$ cat src/rtl/procyon_tag_freelist.sv
// procyon_tag_freelist
//
// Circular free-list of binary tags (ROB/LSQ/MSHR indices). One tag is handed
// out per cycle from the head. Returned tags are appended at the tail in any
// order. A flush restores the full, in-order reset contents.
//
// Ports:
//   clk           clock, rising edge
//   n_rst         asynchronous active-low reset
//   i_flush       reload reset state at the next edge (overrides alloc/free)
//   i_alloc_en    consumer takes o_alloc_tag this cycle
//   o_alloc_valid a tag is available (free count != 0)
//   o_alloc_tag   tag at the head of the list
//   i_free_en     return i_free_tag to the list
//   i_free_tag    tag being returned
//   o_free_count  number of free tags (tail - head)
//   o_error       sticky illegal-free flag (double-free check builds only)
//
// Optional feature macro: PROCYON_FREELIST_DOUBLE_FREE_CHECK_EN
//   When defined, a busy vector tracks allocated tags. A free of a tag that is
//   not busy is dropped and sets o_error. When undefined, o_error is tied to 0.
//   In both builds a free while the list is full is dropped.

module procyon_tag_freelist #(
  parameter int OPTN_NUM_TAGS = 8,
  parameter int TAG_WIDTH     = $clog2(OPTN_NUM_TAGS),
  parameter int COUNT_WIDTH   = $clog2(OPTN_NUM_TAGS + 1)
) (
  input  logic                   clk,
  input  logic                   n_rst,
  input  logic                   i_flush,
  input  logic                   i_alloc_en,
  output logic                   o_alloc_valid,
  output logic [TAG_WIDTH-1:0]   o_alloc_tag,
  input  logic                   i_free_en,
  input  logic [TAG_WIDTH-1:0]   i_free_tag,
  output logic [COUNT_WIDTH-1:0] o_free_count,
  output logic                   o_error
);

  // Pointers carry an extra wrap bit so full and empty are distinguishable.
  localparam int PTR_WIDTH = TAG_WIDTH + 1;

  logic [TAG_WIDTH-1:0] entries_q [OPTN_NUM_TAGS];
  logic [TAG_WIDTH-1:0] entries_d [OPTN_NUM_TAGS];
  logic [PTR_WIDTH-1:0] head_q, head_d;
  logic [PTR_WIDTH-1:0] tail_q, tail_d;
  logic [PTR_WIDTH-1:0] count;
  logic                 empty;
  logic                 full;
  logic                 alloc_accept;
  logic                 free_legal;
  logic                 free_accept;

  assign count = tail_q - head_q;
  assign empty = (head_q == tail_q);
  assign full  = (head_q[TAG_WIDTH] != tail_q[TAG_WIDTH]) &&
                 (head_q[TAG_WIDTH-1:0] == tail_q[TAG_WIDTH-1:0]);

  // No bypass: a tag freed into an empty list is only visible next cycle.
  assign o_alloc_valid = !empty;
  assign o_alloc_tag   = entries_q[head_q[TAG_WIDTH-1:0]];
  assign o_free_count  = COUNT_WIDTH'(count);

  assign alloc_accept = i_alloc_en && !empty;
  assign free_accept  = i_free_en && free_legal && !i_flush;

`ifdef PROCYON_FREELIST_DOUBLE_FREE_CHECK_EN
  logic [OPTN_NUM_TAGS-1:0] busy_q, busy_d;
  logic                     error_q, error_d;

  // The free is judged against the pre-edge busy bit, so a same-cycle alloc
  // of the same tag cannot legitimise it.
  assign free_legal = !full && busy_q[i_free_tag];
  assign o_error    = error_q;

  always_comb begin
    busy_d  = busy_q;
    error_d = error_q;
    if (i_flush) begin
      busy_d = '0;
    end else begin
      if (i_free_en && !free_legal) error_d = 1'b1;
      if (free_accept)  busy_d[i_free_tag] = 1'b0;
      // Alloc applied last: on a same-tag alloc+free the bit ends up set.
      if (alloc_accept) busy_d[o_alloc_tag] = 1'b1;
    end
  end

  // Error is sticky across flush; only n_rst clears it.
  always_ff @(posedge clk or negedge n_rst) begin
    if (!n_rst) begin
      busy_q  <= '0;
      error_q <= 1'b0;
    end else begin
      busy_q  <= busy_d;
      error_q <= error_d;
    end
  end
`else
  assign free_legal = !full;
  assign o_error    = 1'b0;
`endif

  // NOTE: every always_comb output gets a default first so no path leaves it
  // unassigned, which would otherwise infer a latch.
  always_comb begin
    entries_d = entries_q;
    head_d    = head_q;
    tail_d    = tail_q;
    if (i_flush) begin
      for (int i = 0; i < OPTN_NUM_TAGS; i++) entries_d[i] = TAG_WIDTH'(i);
      head_d = '0;
      tail_d = PTR_WIDTH'(OPTN_NUM_TAGS);
    end else begin
      if (alloc_accept) head_d = head_q + PTR_WIDTH'(1);
      if (free_accept) begin
        entries_d[tail_q[TAG_WIDTH-1:0]] = i_free_tag;
        tail_d = tail_q + PTR_WIDTH'(1);
      end
    end
  end

  // NOTE: the tag array is reset like any other flop because its contents are
  // architecturally defined at reset (entry[i] = i), not merely don't-care.
  // NOTE: sequential state uses non-blocking assignments only, so every flop
  // samples the pre-edge value of its neighbours.
  always_ff @(posedge clk or negedge n_rst) begin
    if (!n_rst) begin
      for (int i = 0; i < OPTN_NUM_TAGS; i++) entries_q[i] <= TAG_WIDTH'(i);
      head_q <= '0;
      tail_q <= PTR_WIDTH'(OPTN_NUM_TAGS);
    end else begin
      entries_q <= entries_d;
      head_q    <= head_d;
      tail_q    <= tail_d;
    end
  end

endmodule

$ cat config.mk
export PLATFORM = sky130hd
export DESIGN_NAME = procyon_tag_freelist
export DESIGN_NICKNAME = d
export VERILOG_FILES = /design/src/rtl/procyon_tag_freelist.sv
export SDC_FILE = /design/constraint.sdc
export NUM_CORES = 1
export LEC_CHECK = 0
export ABC_AREA = 1
export CAP_MARGIN = 20
export CORE_ASPECT_RATIO = 1.1
export CORE_MARGIN = 4
export CORE_UTILIZATION = 41
export CTS_CLUSTER_DIAMETER = 50
export DETAILED_ROUTE_END_ITERATION = 8
export DONT_BUFFER_PORTS = 1
export HOLD_SLACK_MARGIN = 0.1
export PLACE_DENSITY = 0.51
export REMOVE_ABC_BUFFERS = 1
export SLEW_MARGIN = 15
export SYNTH_ARGS = -nofsm -noshare
export SYNTH_HDL_FRONTEND = slang
export SYNTH_SLANG_ARGS = --single-unit
$ cat constraint.sdc
create_clock -name clk -period 1.9 [get_ports clk]
set_input_delay 0.38 -clock clk [delete_from_list [all_inputs] [get_ports clk]]
set_output_delay 0.38 -clock clk [all_outputs]
set_load 0.02 [all_outputs]
======== Word level (Yosys, flattened, before mapping) ========
Cells that the tools add are included.
operators by class
  muxes and demuxes ....................... 12
  equal/unequal tests ..................... 3
  reductions and logical operators ........ 10
  multipliers ............................. 0
  bitwise logic cells ..................... 2
  $lt $le $gt $ge ......................... 3
  $add $sub $neg .......................... 3
  divide/modulo/power cells ............... 0
  shift-type cells ........................ 0
operator list
  kind                                                       count
  two-way mux 24 bit                                         2
  bitwise mux 24 bit                                         1
  two-way mux 4 bit                                          4
  binary-select mux 3 bit (select 3 bit)                     1
  demux 3 bit (select 3 bit)                                 1
  two-way mux 3 bit                                          3
  adder 4 x 1 -> 4 bit (second input constant)               2
  greater-or-equal comparator 4 bit (second input constant)  2
  inverter 3 -> 4 bit                                        2
  logical AND 1 bit                                          5
  == test 4 bit                                              1
  < comparator 4 x 1 -> 1 bit (second input constant)        1
  nonzero test 2 bit                                         2
  subtractor 4 bit                                           1
  == test 3 bit                                              1
  zero test 1 bit                                            3
  != test 1 bit                                              1
word-level totals
  bits in writable memories ............... 0
  latch bits .............................. 0
  word-level logic and storage cells ...... 43
  register bits ........................... 32
  ROM bits ................................ 0
  memories kept ........................... 0

======== Logic depth before layout (Yosys ltp) ========
Gate-level depths: netlist (run 1).
  word-level depth ........................ 8
  mapped depth ............................ 10
  gate-level depth less buffers ........... 9

======== Worst setup path after synthesis (run 1) ========
OpenSTA, ideal clock, no wires.
  path kind ............................... reg2out
  start point ............................. register tail_q[0]
  end point ............................... output port o_free_count[2]
  path buffers ............................ 0
  required time ........................... 1.520 ns
  cell stages (with the launch flop) ...... 5
  data arrival time ....................... 1.527 ns
  setup slack ............................. -0.007 ns
  cell sequence ........................... dfrtp_1 inv_2 ha_1 fa_1 xnor2_1
on the way
  cells in the longest elaborated chain, start to end .. 1
ends and longest elaborated chain
  element                   RTL line  text
  start: declaration        47        logic [PTR_WIDTH-1:0] tail_q, tail_d;
  start signal: assignment  132       tail_q <= PTR_WIDTH'(OPTN_NUM_TAGS);
  start signal: assignment  136       tail_q <= tail_d;
  subtractor 4 bit          55        assign count = tail_q - head_q;
  end: declaration          37        output logic [COUNT_WIDTH-1:0] o_free_count,
Every way passes these cells.

======== Worst setup path after layout (run 1) ========
  start point ............................. register head_q[0]
  end point ............................... output port o_free_count[2]
on the way
  cells in the longest elaborated chain, start to end .. 1
ends and longest elaborated chain
  element                   RTL line  text
  start: declaration        46        logic [PTR_WIDTH-1:0] head_q, head_d;
  start signal: assignment  131       head_q <= '0;
  start signal: assignment  135       head_q <= head_d;
  subtractor 4 bit          55
Every way passes these cells.

==> results by group, run 1 <==
CTS
  – H-tree Lvls: 2
  – Clock latency on the worst-skew pair: 0.28 ns
  – Clk root buf: clkbuf_8
  – CTS buffer count: 5
  – CTS Buffer Depth: 2
  – Clock sinks: 32
  – Reg clk slew, reported paths: 0.07 ns
  – CTS tree: yes

Die
  – Core area: ~0.005 sq mm
  – Die Span X: 76.4 um
  – Die area: 0.00635 sq mm
  – Cell Rows: 27
  – Die H: 83.2 um
  – Initial Util: 42.1%
  – IO Pins: 17

Final layout
  – Area Growth Syn to Fin: 16.7%
  – Multi-input logic area: around 0.0012 sq mm
  – Reg area: between 800 and 900 sq um
  – Commonest non-fill, non-tap cell in the layout: nand2_1
  – Fin util: 49.2%
  – Share of post-route cells with drive strength above 1: 27.8%
  – Most frequent cells in the layout: nand2_1 (77), nand3_1 (40), nor2_1 (21), dfrtp_1 (18), o21ai_0 (17)
  – Antenna diode count: 0
  – Fillers: 509
  – Fin nets: slightly above 300

Yosys
  – Post-synth EDFFs: 0
  – Post-synthesis sequential area ratio: 38.8%
  – Cell Area, Synth: ~0.0021 sq mm
  – Predominant post-synthesis flop cell: dfrtp_1
  – Synthesized area per cell: about 7.6 sq um
  – Syn Inst Count: between 200 and 300
  – Ys async rst share: 100%
  – Register bit total from synthesis: 32
  – Yosys warnings: 0
  – Cell variety after synth: 33

Route
  – Average vias per placed instance: 5.26
  – Routed len/inst: 15.3 um
  – Via count: between 1,500 and 2,000
  – Drt first pass iters: 4
  – Initial drt markers: 136
  – DRT antenna net count: 0
  – Detailed Route WL: 5330 um
  – # DRC: 0

Status
  – Outcome: finished, violations left
  – Failing checks: negative setup slack

Worst setup path
  – Max FO, Critical Path: 3
  – Crit path capture type: output pin
  – Worst path arrival time: 1.57 ns
  – Critical path type: reg2out
  – Crit start category: flop
  – Worst Path Required: between 1.5 and 2 ns

Timing
  – Tmin final: 1.95 ns
  – Unrepaired setup endpoints after global routing: true
  – Final Max Slew Viols: 0
  – Hold WS: 0.254 ns
  – FMAX: 514 MHz
  – Number of failing hold endpoints at the final stage: 0
  – Endpoints failing setup: 2
  – Clock skew: approximately 0.0042 ns
  – Crit path setup slack, layout: -0.0470 ns
  – Final Cycle Share: 102%

Place
  – DP HPWL: 3810 um
  – Final GP Congestion: 0.782
  – Port-buffer cells: 0

Pwr
  – Leak: 1.22 nW
  – Power density over the cells: 1330 mW/mm^2
  – Peak supply drop: 0.913 mV

Global route
  – First-pass GRT wire length: 8930 um
  – Total GRT Usage: 17.6%
  – Global route overflow: 0
  – Largest net degree at the start of global routing: 60
  – Initial antenna violation count: 0
  – Vias in the first global route: 1,702

Worst hold path
  – Min-delay worst type: in2reg

Run
  – Number of max-cap violations: 0
final timing paths:
| kind | from | end | slack, ns | cells after the start |
|---|---|---|---|---|
| hold / removal | i_flush | head_q[3] | 0.25 | 3 |
| setup / recovery | head_q[0] | o_free_count[2] | -0.05 | 4 |
| min in group asynchronous | n_rst | head_q[2] | 0.55 | 2 |
| setup reg to reg | tail_q[2] | head_q[3] | 0.34 | 8 |
| hold reg to reg | entries_q[6] | entries_q[6] | 0.49 | 2 |
| max in group asynchronous | n_rst | entries_q[8] | 1.10 | 2 |
final cells by class:
type	instances	share of cell area [%]
Timing Repair Buffer	19	8.44
Multi-Input combinational cell	209	48.0
Sequential cell	32	33.3
Inverter	23	3.71
Tap cell	58	2.95
Clock buffer	8	3.66
cell usage after synthesis (5+ instances only):
cell	count	area (sq um)
nand2_1	80	300
nand3_1	40	200
o21ai_0	23	115
nor2_1	21	78.8
dfrtp_1	19	475
dfstp_2	13	342
inv_1	13	48.8
inv_2	8	30.0
nand3_2	7	70.1
buf_2	5	25.0
ha_1	5	62.6
nand2_2	5	31.3
layer usage:
| layer | track usage, % | part of all wire, % | up-vias |
|---|---|---|---|
| met1 | 25.7 | 47 | 869 |
| met3 | 4.01 | 4.2 | 2 |
| met5 | 0 | 0 | - |
| met2 | 26.1 | 48 | 35 |
| li1 | - | - | 930 |
| met4 | 4.45 | 0.54 | 0 |
critical path: stages, from the launching register on:
cell	delay, ns
dfrtp_2	0.45
ha_4	0.18
fa_2	0.36
xnor2_2	0.14
buf_4	0.15
metrics by stage:
step	cell area, sq um	setup TNS, ns	power (mW)	worst slack [ns]	instances
after global routing	2460	-0.226	3.54	-0.0942	349
final	2460	-0.0517	3.28	-0.0470	349
after detailed placement	2200	0	2.47	0.195	334
after floorplan	2020	-0.0404	2.04	-0.0303	264
after global placement	2200	0	2.48	0.209	334
after CTS	2350	-0.0808	3.09	-0.0509	344
repair_timing:
item / 4_1_cts / 5_1_grt
pin swaps: 2 / 7
hold buffers: 2 / 0
endpoints found under the setup margin: 6 / 7
buffers inserted: 0 / 4
gates cloned: 0 / 1
gates resized for setup: 8 / 18
endpoints found under the hold margin: 32 / 0
kinds of logic (layout without fill, tap and decap cells):
| logic type | count (synthesis) | in the layout | synth area share [%] |
|---|---|---|---|
| other | 1 | 1 | 0.178 |
| buffers and inverters | 36 | 50 | 8.43 |
| adder cells (fa/ha/maj) | 6 | 6 | 3.92 |
| flip-flops | 32 | 32 | 38.8 |
| AND/OR/NAND/NOR | 167 | 167 | 39.3 |
| AO/OA/AOI/OAI | 30 | 30 | 7.30 |
| XOR/XNOR | 5 | 5 | 2.08 |
state kept, by name, indices dropped and copies added, names as in the netlist:
| register | cells |
|---|---|
| head_q | 4 |
| tail_q | 4 |
| entries_q | 24 |
report_power, final:
part	switching (mW)	total [mW]	internal (mW)
sequential	0.0804	0.891	0.811
clock	0.254	0.549	0.296
combinational	1.14	1.84	0.694
total	1.48	3.28	1.80
No activity file was read; power rests on OpenSTA's default activity.
==> inputs of run 2 (changes only) <==
--- a/config.mk
+++ b/config.mk
@@ -9,14 +9,13 @@
 export CAP_MARGIN = 20
 export CORE_ASPECT_RATIO = 1.1
 export CORE_MARGIN = 4
-export CORE_UTILIZATION = 41
+export CORE_UTILIZATION = 25
 export CTS_CLUSTER_DIAMETER = 50
 export DETAILED_ROUTE_END_ITERATION = 8
 export DONT_BUFFER_PORTS = 1
 export HOLD_SLACK_MARGIN = 0.1
-export PLACE_DENSITY = 0.51
+export PLACE_DENSITY = 0.34
 export REMOVE_ABC_BUFFERS = 1
-export SLEW_MARGIN = 15
 export SYNTH_ARGS = -nofsm -noshare
 export SYNTH_HDL_FRONTEND = slang
 export SYNTH_SLANG_ARGS = --single-unit
==> run 2 against run 1 <==
The run still ends with negative setup slack left. Critical path depth rose by 2. Sequential power fell by 0.6%. Die area rose by 57%. Highest routed layer unchanged. First-iteration DRC count fell by 44%. Wire length rose by 14%. Sequential cell count did not move. Via count rose by 0.38%. Largest cell class unchanged. Final cell count rose by 15%. Final area rose by 5.0%. Power rose by 4.0%.
==> results by group, run 2 (synthesis gave the netlist of run 1 again) <==
Final layout
  – Fillers: 863 (+70%)
  – Finished Layout Cells: 402 (+15%)
  – Largest regs: entries_q x24, head_q x4, tail_q x4
  – Largest register FFs: 24 (unchanged)
  – Fin nets: 307 (+0.99%)
  – Design area: 0.00258 sq mm (+5.0%)
  – Most frequent cells in the layout: nand2_1 (77), nand3_1 (40), dfrtp_1 (19), nor2_1 (16), o21ai_0 (15)
  – Area Growth Syn to Fin: 22.6%
  – Largest register by flop count: entries_q
  – Commonest non-fill, non-tap cell in the layout: nand2_1
  – Antenna diode count: 0 (unchanged)
  – Share of post-route cells with drive strength above 1: 29.9% (+2.1 points)

Worst setup path
  – Max FO, Critical Path: 5 (+2)
  – Crit path capture type: output pin
  – Worst path arrival time: 1.54 ns (-0.03 ns)
  – Worst Path Required: 1.52 ns (about the same)
  – Critical path type: reg2out
  – Crit start category: flop
  – Worst R2R Setup Slack: 0.26 ns (-0.08 ns)

Timing
  – Tmin final: 1.92 ns (-0.0284 ns)
  – Final Max Slew Viols: 0 (unchanged)
  – Endpoints failing setup: 2 (unchanged)
  – Clock skew: 0.00808 ns (+0.00384 ns)
  – FMAX: 521 MHz (+1.5%)
  – Final Cycle Share: 101% (-1.5 points)
  – Number of failing hold endpoints at the final stage: 0 (unchanged)
  – Crit path setup slack, layout: -0.0186 ns (+0.0284 ns)
  – Unrepaired setup endpoints after global routing: true

CTS
  – CTS buffer count: 5 (unchanged)
  – Clock latency on the worst-skew pair: 0.29 ns (about the same)
  – Reg clk slew, reported paths: 0.07 ns (about the same)
  – Clock sinks: 32 (unchanged)
  – Clk root buf: clkbuf_8
  – CTS tree: yes
  – H-tree Lvls: 2 (unchanged)
  – CTS Buffer Depth: 2 (unchanged)

Pwr
  – Leak: 1.25 nW (+2.0%)
  – Peak supply drop: 0.499 mV (-45%)
  – Power density over the cells: 1320 mW/mm^2 (-1.0%)
  – Tot Pwr: 3.41 mW (+4.0%)

Die
  – Die H: 104 um (+25%)
  – Cell Rows: 34 (+26%)
  – IO Pins: 17 (unchanged)
  – Core area: 0.00804 sq mm (+61%)
  – Die Span X: 95.5 um (+25%)
  – Die area: 0.00996 sq mm (+57%)
  – Initial Util: 26.2% (-16 points)

Place
  – Post-DP Area: 0.00226 sq mm (+2.6%)
  – Placed insts: 385 (+15%)
  – Final GP Congestion: 0.738 (-5.6%)
  – Port-buffer cells: 0 (unchanged)
  – DP HPWL: 4290 um (+13%)

Global route
  – First-pass GRT wire length: 9970 um (+12%)
  – Total GRT Usage: 13.0% (-4.6 points)
  – Vias in the first global route: 1,870 (+9.9%)
  – Largest net degree at the start of global routing: 60 (unchanged)
  – Global route overflow: 0 (unchanged)
  – Initial antenna violation count: 0 (unchanged)

Status
  – Failing checks: negative setup slack
  – Outcome: finished, violations left

Route
  – Via count: 1,843 (+0.38%)
  – DRT antenna net count: 0 (unchanged)
  – Initial drt markers: 76 (-44%)
  – Drt first pass iters: 4 (unchanged)
  – Routed len/inst: 15.1 um (-1.3%)
  – Average vias per placed instance: 4.58 (-13%)
  – Detailed Route WL: 6060 um (+14%)
  – # DRC: 0 (unchanged)

Run
  – Number of max-cap violations: 0 (unchanged)

Worst hold path
  – Min-delay worst type: in2reg
[run 2: critical path, cell delays in order, from the launching register on]
cell,delay [ns]
dfrtp_1,0.38
inv_2,0.06
ha_4,0.28
nand2_4,0.06
buf_12,0.12
nor2_4,0.15
nand2_2,0.19
[run 2: layer usage]
layer	vias to the layer above	track usage, %	share of wire [%]
met5	-	0	0
li1	927	-	-
met4	0	4.07	1.8
met2	30	19.3	46
met1	878	18.6	48
met3	8	2.75	3.9
[run 2: final cells by class]
type | count | area, sq um | share of cell area, %
multi-input combinational | 209 | 1210 | 46.9
sequential | 32 | 817 | 31.6
timing repair buffer | 22 | 246 | 9.54
tap | 108 | 135 | 5.23
inverter | 23 | 91.3 | 3.54
clock buffer | 7 | 76.3 | 2.95
clock inverter | 1 | 5.00 | 0.194
[run 2: stage by stage]
step	hold WS, ns	TNS [ns]	setup WS (ns)	util (%)
final	0.243	-0.0265	-0.0186	32.1
after global routing	0.259	-0.310	-0.0996	32.1
after CTS	0.238	-0.0780	-0.0304	30.7
after detailed placement	0.0863	0	0.124	28.1
after global placement	0.0860	0	0.159	28.1
after floorplan	0.0844	-0.0404	-0.0303	-
[run 2: what timing repair did]
| action | 4_1_cts | 5_1_grt |
|---|---|---|
| pin swaps | 8 | 12 |
| hold buffers | 2 | 0 |
| setup endpoints to repair | 7 | 5 |
| gates cloned | 0 | 1 |
| endpoints found under the hold margin | 32 | 0 |
| buffers inserted | 3 | 3 |
| resized for setup | 19 | 21 |
[run 2: path summary, 6_finish.rpt]
check	from	to	cells past startpoint
hold / removal	i_flush	head_q[3]	3
hold reg to reg	entries_q[18]	entries_q[18]	2
setup / recovery	head_q[2]	o_alloc_valid	6
max in group asynchronous	n_rst	entries_q[13]	2
min in group asynchronous	n_rst	head_q[3]	2
setup reg to reg	head_q[2]	entries_q[14]	10
[run 2: where the power goes]
part	switching, mW	internal (mW)
Combinational	1.22	0.774
Clock	0.270	0.257
Sequential	0.0775	0.809
==> inputs of run 3 (changes only) <==
--- a/config.mk
+++ b/config.mk
@@ -6,6 +6,7 @@
 export NUM_CORES = 1
 export LEC_CHECK = 0
 export ABC_AREA = 1
+export ABC_CLOCK_PERIOD_IN_PS = 1900
 export CAP_MARGIN = 20
 export CORE_ASPECT_RATIO = 1.1
 export CORE_MARGIN = 4
==> results of run 3 <==
The final DEF is identical to that of run 2; final timing and power are the same.
